--- src/rtl/pipe_pkg.sv ---
// Shared types for the skid-buffered pipeline stage.
// State encoding and occupancy constants.
package pipe_pkg;

  typedef enum logic [1:0] {
    EMPTY = 2'd0,
    FULL  = 2'd1,
    SKID  = 2'd2
  } pipe_state_e;

  localparam logic [1:0] OCC_EMPTY = 2'd0;
  localparam logic [1:0] OCC_ONE   = 2'd1;
  localparam logic [1:0] OCC_TWO   = 2'd2;

endpackage

--- src/rtl/pipe_entry.sv ---
// One payload slot: control + data register with valid bit.
// Clear zeroes control and restores the data reset value.
module pipe_entry
  import pipe_pkg::*;
#(
  parameter int CTRL_W = 16,
  parameter int DATA_W = 128,
  parameter logic [DATA_W-1:0] RST_DATA = '0
) (
  input  logic              clk,
  input  logic              rst,
  input  logic              clear,
  input  logic              load,
  input  logic              drop,
  input  logic [CTRL_W-1:0] d_ctrl,
  input  logic [DATA_W-1:0] d_data,
  output logic              valid,
  output logic [CTRL_W-1:0] q_ctrl,
  output logic [DATA_W-1:0] q_data
);

  always_ff @(posedge clk or posedge rst) begin
    if (rst) begin
      valid  <= 1'b0;
      q_ctrl <= '0;
      q_data <= RST_DATA;
    end else if (clear) begin
      valid  <= 1'b0;
      q_ctrl <= '0;
      q_data <= RST_DATA;
    end else if (load) begin
      valid  <= 1'b1;
      q_ctrl <= d_ctrl;
      q_data <= d_data;
    end else if (drop) begin
      // payload is kept so the data field holds across bubbles
      valid  <= 1'b0;
    end
  end

endmodule

--- src/rtl/pipe_stage_skid.sv ---
// Inter-stage register with 2-entry skid buffer and flush.
// Optional PIPE_STAGE_PERF_EN adds stall/flush counters.
module pipe_stage_skid
  import pipe_pkg::*;
#(
  parameter int CTRL_W = 16,
  parameter int DATA_W = 128,
  parameter logic [DATA_W-1:0] RST_DATA = '0
) (
  input  logic              clk,
  input  logic              rst,
  input  logic              flush_i,
  input  logic              in_valid_i,
  output logic              in_ready_o,
  input  logic [CTRL_W-1:0] in_ctrl_i,
  input  logic [DATA_W-1:0] in_data_i,
  output logic              out_valid_o,
  input  logic              out_ready_i,
  output logic [CTRL_W-1:0] out_ctrl_o,
  output logic [DATA_W-1:0] out_data_o,
  output logic [1:0]        occupancy_o
`ifdef PIPE_STAGE_PERF_EN
  ,
  output logic [31:0]       stall_cnt_o,
  output logic [31:0]       flush_cnt_o
`endif
);

  pipe_state_e state, state_n;

  logic              m_valid, s_valid;
  logic [CTRL_W-1:0] m_ctrl, s_ctrl;
  logic [DATA_W-1:0] m_data, s_data;
  logic              m_load, m_drop, m_from_skid;
  logic              s_load, s_drop;
  logic              in_fire, out_fire;
  logic [CTRL_W-1:0] m_d_ctrl;
  logic [DATA_W-1:0] m_d_data;

  assign in_ready_o  = ~s_valid;
  assign in_fire     = in_valid_i & in_ready_o;
  assign out_fire    = out_valid_o & out_ready_i;
  assign out_valid_o = m_valid;
  assign out_ctrl_o  = m_valid ? m_ctrl : '0;
  assign out_data_o  = m_data;

  assign m_d_ctrl = m_from_skid ? s_ctrl : in_ctrl_i;
  assign m_d_data = m_from_skid ? s_data : in_data_i;

  always_ff @(posedge clk or posedge rst) begin
    if (rst) state <= EMPTY;
    else     state <= state_n;
  end

  always_comb begin
    state_n     = state;
    m_load      = 1'b0;
    m_drop      = 1'b0;
    m_from_skid = 1'b0;
    s_load      = 1'b0;
    s_drop      = 1'b0;
    if (flush_i) begin
      state_n = EMPTY;
    end else begin
      unique case (state)
        EMPTY: begin
          if (in_fire) begin
            m_load  = 1'b1;
            state_n = FULL;
          end
        end
        FULL: begin
          if (in_fire && out_fire) begin
            m_load = 1'b1;
          end else if (in_fire) begin
            s_load  = 1'b1;
            state_n = SKID;
          end else if (out_fire) begin
            m_drop  = 1'b1;
            state_n = EMPTY;
          end
        end
        SKID: begin
          if (out_fire) begin
            m_load      = 1'b1;
            m_from_skid = 1'b1;
            s_drop      = 1'b1;
            state_n     = FULL;
          end
        end
        default: state_n = EMPTY;
      endcase
    end
  end

  always_comb begin
    occupancy_o = OCC_EMPTY;
    unique case (state)
      FULL:    occupancy_o = OCC_ONE;
      SKID:    occupancy_o = OCC_TWO;
      default: occupancy_o = OCC_EMPTY;
    endcase
  end

  pipe_entry #(
    .CTRL_W(CTRL_W), .DATA_W(DATA_W), .RST_DATA(RST_DATA)
  ) u_main (
    .clk    (clk),
    .rst    (rst),
    .clear  (flush_i),
    .load   (m_load),
    .drop   (m_drop),
    .d_ctrl (m_d_ctrl),
    .d_data (m_d_data),
    .valid  (m_valid),
    .q_ctrl (m_ctrl),
    .q_data (m_data)
  );

  pipe_entry #(
    .CTRL_W(CTRL_W), .DATA_W(DATA_W), .RST_DATA(RST_DATA)
  ) u_skid (
    .clk    (clk),
    .rst    (rst),
    .clear  (flush_i),
    .load   (s_load),
    .drop   (s_drop),
    .d_ctrl (in_ctrl_i),
    .d_data (in_data_i),
    .valid  (s_valid),
    .q_ctrl (s_ctrl),
    .q_data (s_data)
  );

`ifdef PIPE_STAGE_PERF_EN
  always_ff @(posedge clk or posedge rst) begin
    if (rst) begin
      stall_cnt_o <= '0;
      flush_cnt_o <= '0;
    end else begin
      if (out_valid_o && !out_ready_i)
        stall_cnt_o <= stall_cnt_o + 32'd1;
      if (flush_i && occupancy_o != OCC_EMPTY)
        flush_cnt_o <= flush_cnt_o + 32'd1;
    end
  end
`endif

endmodule

--- config.mk ---
export PLATFORM = sky130hd
export DESIGN_NAME = pipe_stage_skid
export DESIGN_NICKNAME = d
export VERILOG_FILES = /design/src/rtl/pipe_pkg.sv /design/src/rtl/pipe_entry.sv /design/src/rtl/pipe_stage_skid.sv
export SDC_FILE = /design/constraint.sdc
export NUM_CORES = 1
export LEC_CHECK = 0
export CAP_MARGIN = 20
export CORE_MARGIN = 3
export CORE_UTILIZATION = 46
export CTS_CLUSTER_DIAMETER = 50
export DETAILED_ROUTE_END_ITERATION = 16
export PLACE_DENSITY = 0.77
export SYNTH_ARGS = -nofsm -noshare
export SYNTH_HDL_FRONTEND = slang
export SYNTH_SLANG_ARGS = --single-unit
--- constraint.sdc ---
create_clock -name clk -period 9.6 [get_ports clk]
set_clock_uncertainty 0.15 [all_clocks]
set_input_delay 1.44 -clock clk [delete_from_list [all_inputs] [get_ports clk]]
set_output_delay 1.44 -clock clk [all_outputs]
set_load 0.01 [all_outputs]
### After elaboration in Yosys (flattened, before gate mapping)

Cells that the tools add are included.

| word-level totals | value |
|---|---|
| register bits | 292 |
| output and inout bits | 148 |
| word-level logic and storage cells | 62 |

| operators by class | value |
|---|---|
| equal/unequal tests | 6 |
| multiplexer cells | 39 |
| bitwise gates (word level) | 3 |
| reduce and logical (&&, ||, !) cells | 7 |

Operators by type and width:

| kind | count |
|---|---|
| 128-bit 2-to-1 mux | 5 |
| 16-bit 2-to-1 mux | 6 |
| 1-bit 2-to-1 mux | 19 |
| 2-bit 2-to-1 mux | 6 |
| 3-bit != test, second input constant | 3 |
| 2-bit case mux with 3 select lines | 1 |
| 3-bit nonzero test | 2 |
| 4-bit != test, second input constant | 1 |
| 2-bit case mux with 2 select lines | 1 |
| 4-bit AND reduction | 1 |
| 2-bit nonzero test | 2 |
| 1-bit case mux with 3 select lines | 1 |
| 1-bit bitwise AND | 2 |
| 2-bit by 1-bit equality test with 1-bit output, second input constant | 1 |
| 2-bit equality test, second input constant | 1 |
| 2-bit logical NOT | 1 |
| 1-bit logical AND | 1 |
| 1-bit NOT | 1 |

### Longest topological paths before layout

| logic depth | value |
|---|---|
| word-level depth | 9 |
| depth in mapped cells | 7 |

### Modules after synthesis

Synthesis repeated with hierarchy kept, for this count alone.

| unflattened totals | value |
|---|---|
| cells, all modules | 1138 |
| area, all modules | 13749.4 um^2 |

Modules (own cells, without submodules):

| module | instances | cells each | area each (um^2) |
|---|---|---|---|
| pipe_entry | 2 | 469 | 5840.6 |
| pipe_stage_skid | 1 | 200 | 2068.2 |

### Worst setup path before layout

No wires, ideal clock.

| timing | value |
|---|---|
| path kind | in2reg |
| start point | input port in_valid_i |
| end point | register u_main.q_ctrl[10] |
| library setup time | 0.138 ns |
| data arrival time | 2.545 ns |
| setup slack | 6.767 ns |
| stages on the path | 5 |
| cells stage by stage | or4b_1 -> o211ai_2 -> buf_2 -> buf_2 -> a211oi_1 |

| between the ends | value |
|---|---|
| longest elaborated chain between the ends | 6 |
| elaborated cells on any way between the ends | 7 |
| classes of those cells | mux (4); bitwise (1); reduce/logical (2) |

RTL lines:

| element | RTL line | text |
|---|---|---|
| start: declaration | pipe_stage_skid.sv:13 | `input logic in_valid_i,` |
| 1-bit bitwise AND * | pipe_stage_skid.sv:41 | `assign in_fire = in_valid_i & in_ready_o;` |
| 1-bit logical AND | pipe_stage_skid.sv:73 | `if (in_fire && out_fire) begin` |
| 1-bit 2-to-1 mux | pipe_stage_skid.sv:73 |  |
| 1-bit case mux with 3 select lines * | pipe_stage_skid.sv:65 | `unique case (state)` |
| 1-bit 2-to-1 mux * | pipe_stage_skid.sv:62 | `if (flush_i) begin` |
| 2-bit nonzero test (no line) * | - |  |
| end signal: assignment | pipe_entry.sv:33 | `q_ctrl <= d_ctrl;` |
| end: declaration | pipe_entry.sv:18 | `output logic [CTRL_W-1:0] q_ctrl,` |

Mark *: on every way between the ends. The rest lies on a longest branch, timed or not.
A chain may end at the register's enable or synchronous reset.

### Worst setup path after layout

| timing | value |
|---|---|
| start point | input port in_valid_i |
| end point | register u_skid.q_data[79] |

| between the ends | value |
|---|---|
| longest elaborated chain between the ends | 6 |
| elaborated cells on any way between the ends | 7 |
| classes of those cells | mux (4); bitwise (1); reduce/logical (2) |

RTL lines:

| element | RTL line | text |
|---|---|---|
| 1-bit bitwise AND * | pipe_stage_skid.sv:41 |  |
| 1-bit 2-to-1 mux or 1-bit logical AND (tied branches) | pipe_stage_skid.sv:75, pipe_stage_skid.sv:73 |  |
| 1-bit 2-to-1 mux * | pipe_stage_skid.sv:73 |  |
| 1-bit 2-to-1 mux * | pipe_stage_skid.sv:65 |  |
| 1-bit 2-to-1 mux * | pipe_stage_skid.sv:62 |  |
| 2-bit nonzero test (no line) * | - |  |
| end signal: assignment | pipe_entry.sv:34 | `q_data <= d_data;` |
| end: declaration | pipe_entry.sv:19 | `output logic [DATA_W-1:0] q_data` |

Marked as above.

==> impl_metrics.prom <==
# TYPE chip_impl_metric gauge
chip_impl_info{name="status",value="complete, but fails checks"} 1
chip_impl_info{name="violations",value="max-slew violations"} 1
chip_impl_metric{name="seqPwrFrac",unit="%"} 40.9
chip_impl_metric{name="yosys_warnings",unit=""} 0
chip_impl_metric{name="vias_in_the_first_global_route",unit=""} 10220
chip_impl_metric{name="final_worst_path_cycle_share",unit="%"} 42.62
chip_impl_metric{name="multi_input_comb_area",unit="mm^2"} 0.005122
chip_impl_metric{name="synth.cell_area",unit="mm^2"} 0.01294
chip_impl_metric{name="timing.critical_path.fanout_max",unit=""} 96
chip_impl_metric{name="total_switching_power",unit="uW"} 897.1
chip_impl_metric{name="initial_utilization",unit="%"} 47.34
chip_impl_metric{name="post_cts_hold_buffer_count",unit=""} 0
chip_impl_metric{name="postCtsResizedCells",unit=""} 0
chip_impl_metric{name="hold_viol",unit=""} 0
chip_impl_info{name="most_instantiated_flip_flop_cell_in_the_synthesis_netlist",value="dfrtp_1"} 1
chip_impl_metric{name="via_count",unit=""} 10440
chip_impl_metric{name="cts.sink_count",unit=""} 292
chip_impl_metric{name="die_y",unit="um"} 173.7
chip_impl_info{name="hold_path.class",value="reg -> reg"} 1
chip_impl_metric{name="detailedPlacementHpwl",unit="um"} 19830
chip_impl_metric{name="post_cts.repair.setup_buffers",unit=""} 0
chip_impl_metric{name="drive_above_1_share",unit="%"} 4.607
chip_impl_metric{name="slew_headroom",unit="%"} -3.098
chip_impl_metric{name="worstPathArrival",unit="ps"} 4360
chip_impl_metric{name="detailedRoute.firstPassIterationCount",unit=""} 5
chip_impl_metric{name="fillerInstances",unit=""} 2229
chip_impl_metric{name="postSynthRegisterBits",unit=""} 292
chip_impl_info{name="endpoint_class_of_the_critical_path",value="flip-flop"} 1
chip_impl_metric{name="synth_enable_flop_cells",unit=""} 0
chip_impl_metric{name="max_freq",unit="GHz"} 0.2444
chip_impl_metric{name="sw_share",unit="%"} 26.06
chip_impl_metric{name="wl_final",unit="um"} 33510
chip_impl_metric{name="power.static_leakage",unit="uW"} 0.008104
chip_impl_metric{name="dieWidth",unit="um"} 173.7
chip_impl_metric{name="die_area",unit="mm^2"} 0.03017
chip_impl_info{name="cts_tree",value="yes"} 1
chip_impl_metric{name="grt-ovfl-total",unit=""} 0
chip_impl_metric{name="layout-area-overhead-vs-synth",unit="%"} 33.42
chip_impl_metric{name="ant_nets",unit=""} 0
chip_impl_metric{name="dr.first_iter.drc_count",unit=""} 845
chip_impl_metric{name="crit_required",unit="ps"} 9870
chip_impl_metric{name="worst_skew_pair.late_latency",unit="ps"} 500
chip_impl_metric{name="finalMaxSlewViolations",unit=""} 74
chip_impl_metric{name="placementRows",unit=""} 60
chip_impl_metric{name="io_pins",unit=""} 297
chip_impl_metric{name="timing.setup.tns",unit="ps"} 0
chip_impl_metric{name="report.final.setup_viol",unit=""} 0
chip_impl_metric{name="ys_async_sr_fraction",unit="%"} 100.0
chip_impl_metric{name="post_drt_wl_per_cell",unit="um"} 17.30
chip_impl_metric{name="cellPowerDensity",unit="mW/mm^2"} 199.4
chip_impl_info{name="clk_root_buffer_cell",value="clkbuf_16"} 1
chip_impl_info{name="rsz0062_at_grt",value="false"} 1
chip_impl_metric{name="layout.area.seq",unit="mm^2"} 0.007307
chip_impl_metric{name="first_pass_grt_wire_length",unit="um"} 54500
chip_impl_info{name="cp-start-kind",value="input pin"} 1
chip_impl_metric{name="intPower",unit="uW"} 2545
chip_impl_metric{name="netlist-cell-type-count",unit=""} 23
chip_impl_metric{name="cts_htree_levels",unit=""} 2
chip_impl_metric{name="synth_sequential_area_ratio",unit="%"} 56.48
chip_impl_metric{name="comb_power_share",unit="%"} 18.2
chip_impl_metric{name="dpl_worst_slack",unit="ps"} 5070
chip_impl_metric{name="fin_nets",unit=""} 1688
chip_impl_metric{name="timing.hold.ws",unit="ps"} 368.8
chip_impl_metric{name="clock_power_share",unit="%"} 40.9
chip_impl_metric{name="drc",unit=""} 0
chip_impl_metric{name="register_clock_pin_slew_on_the_reported_worst_setup_and_hold_paths",unit="ps"} 60
chip_impl_info{name="critical_path_class",value="in -> reg"} 1
chip_impl_metric{name="clock_path_buffers",unit=""} 3
chip_impl_metric{name="pnr_worst_setup_slack",unit="ps"} 5508
chip_impl_metric{name="drv_cap",unit=""} 0
chip_impl_metric{name="synthesis.instances",unit=""} 1309
chip_impl_metric{name="synth_area_per_cell",unit="um^2"} 9.883
chip_impl_metric{name="core_area",unit="mm^2"} 0.02733
chip_impl_metric{name="number_of_antenna_violations_at_the_first_check_in_global_routing",unit=""} 4
chip_impl_metric{name="cts_made_buffers",unit=""} 34
chip_impl_metric{name="finalWeightedCongestion",unit=""} 0.7731
chip_impl_metric{name="post-route-min-period",unit="ps"} 4092
chip_impl_metric{name="synthesized_net_count",unit=""} 1458
chip_impl_metric{name="port_buffers",unit=""} 296
chip_impl_metric{name="gr-usage-all-layers",unit="%"} 21.66
chip_impl_metric{name="grt_start_max_net_pins",unit=""} 289
chip_impl_metric{name="vdd_drop_max",unit="mV"} 0.1515
chip_impl_metric{name="via_per_inst",unit=""} 5.392
chip_impl_metric{name="max_slew.worst_pin.slew",unit="ps"} 1546
metrics by stage:
stage | instance area, um^2 | instances | util [%] | power, uW
after floorplan | 12940 | 1309 | - | 1747
after global placement | 15980 | 1874 | 58.47 | 2040
after detailed placement | 15980 | 1874 | 58.47 | 2056
after CTS | 17230 | 1934 | 63.05 | 3475
after global routing | 17260 | 1937 | 63.17 | 3596
final | 17260 | 1937 | 63.17 | 3442
flip-flops by register name, indices dropped and copies added, names as in the netlist:
name           cells
u_main.q_data    128
u_skid.q_data    128
u_main.q_ctrl     16
u_skid.q_ctrl     16
state              2
u_main.valid       1
u_skid.valid       1
routing by layer:
metal	global-route usage (%)	up-vias	wire, um
met5	0	-	27
met4	7.574	4	1152
met3	5.804	79	2494
met2	34.41	344	15790
met1	28.89	5055	14040
li1	-	4962	-
cells by family after synthesis:
family / Yosys count / synth area share, %
AOI/OAI and AO/OA: 296 / 14.34
buffers and inverters: 116 / 4.130
DFF: 292 / 56.48
muxes: 144 / 11.14
and+or+nand+nor: 461 / 13.91
critical path, cell delays in order:
cell             delay, ps
clkdlybuf4s50_1        480
nor2b_1                380
and3_4                 670
buf_4                  940
nand2_1                160
a21oi_1                200
final timing paths:
check / from / endpoint / slack, ps / depth (start not counted)
min reg2reg: u_skid.q_data[111]$_DFFE_PP0P_ / u_skid.q_data[111]$_DFFE_PP0P_ / 370 / 2
max: in_valid_i / u_skid.q_data[79]$_DFFE_PP0P_ / 5510 / 6
min in group asynchronous: rst / u_main.q_data[101]$_DFFE_PP0P_ / 1340 / 2
max reg2reg: u_main.valid$_DFFE_PP0P_ / u_skid.q_data[79]$_DFFE_PP0P_ / 6430 / 5
min: u_skid.q_data[111]$_DFFE_PP0P_ / u_skid.q_data[111]$_DFFE_PP0P_ / 370 / 2
max in group asynchronous: rst / u_skid.q_data[49]$_DFFE_PP0P_ / 5880 / 4
synthesized netlist by cell type, drive strengths merged, types with 2 or more instances:
master,instances,area [um^2]
dfrtp,292,7307
nor2b,2,12.51
a211oi,145,1089
nand4b,2,17.52
buf,61,327.8
nand2,291,1092
clkbuf,52,195.2
mux2i,144,1441
and2,16,100.1
a21oi,147,735.7
nor2,146,548.0
inv,3,11.26
placed cells by master, fill, tap and decap left out:
master,Yosys,layout
clkbuf_8,0,9
or4b_1,1,1
and3_4,0,1
clkinv_2,0,4
bufinv_16,0,5
inv_1,3,2
dfrtp_1,292,292
clkbuf_16,0,37
a21o_1,1,1
buf_12,0,2
diode_2,0,2
buf_8,0,1
buf_4,9,8
clkdlybuf4s50_1,0,295
nand3b_1,1,1
and2_1,16,16
nand4b_1,2,2
clkinvlp_4,0,1
a31oi_1,1,1
nand3_4,0,1
clkinv_8,0,1
nand2_1,291,291
clkbuf_1,52,4
o211ai_4,0,1
nor2_1,146,146
o21ai_0,1,1
a211oi_1,145,145
nor2b_1,2,2
a21oi_1,147,147
mux2i_1,144,144
buf_16,0,1
layout make-up:
class	instances	area share, %
inverter	3	0.08698
clock inverter	10	1.080
timing repair buffer	307	17.93
multi-input combinational	901	29.68
antenna	2	0.02899
tap	372	2.696
clock buffer	50	6.168
sequential	292	42.33
power by group through the flow:
stage                     combinational, uW  sequential, uW  clock [uW]
after CTS                               629            1410        1440
after floorplan                         294            1450           0
after global routing                    682            1420        1490
after detailed placement                625            1430           0
final                                   626            1410        1410
after global placement                  614            1430           0
Power figures use the tool's default switching activity.
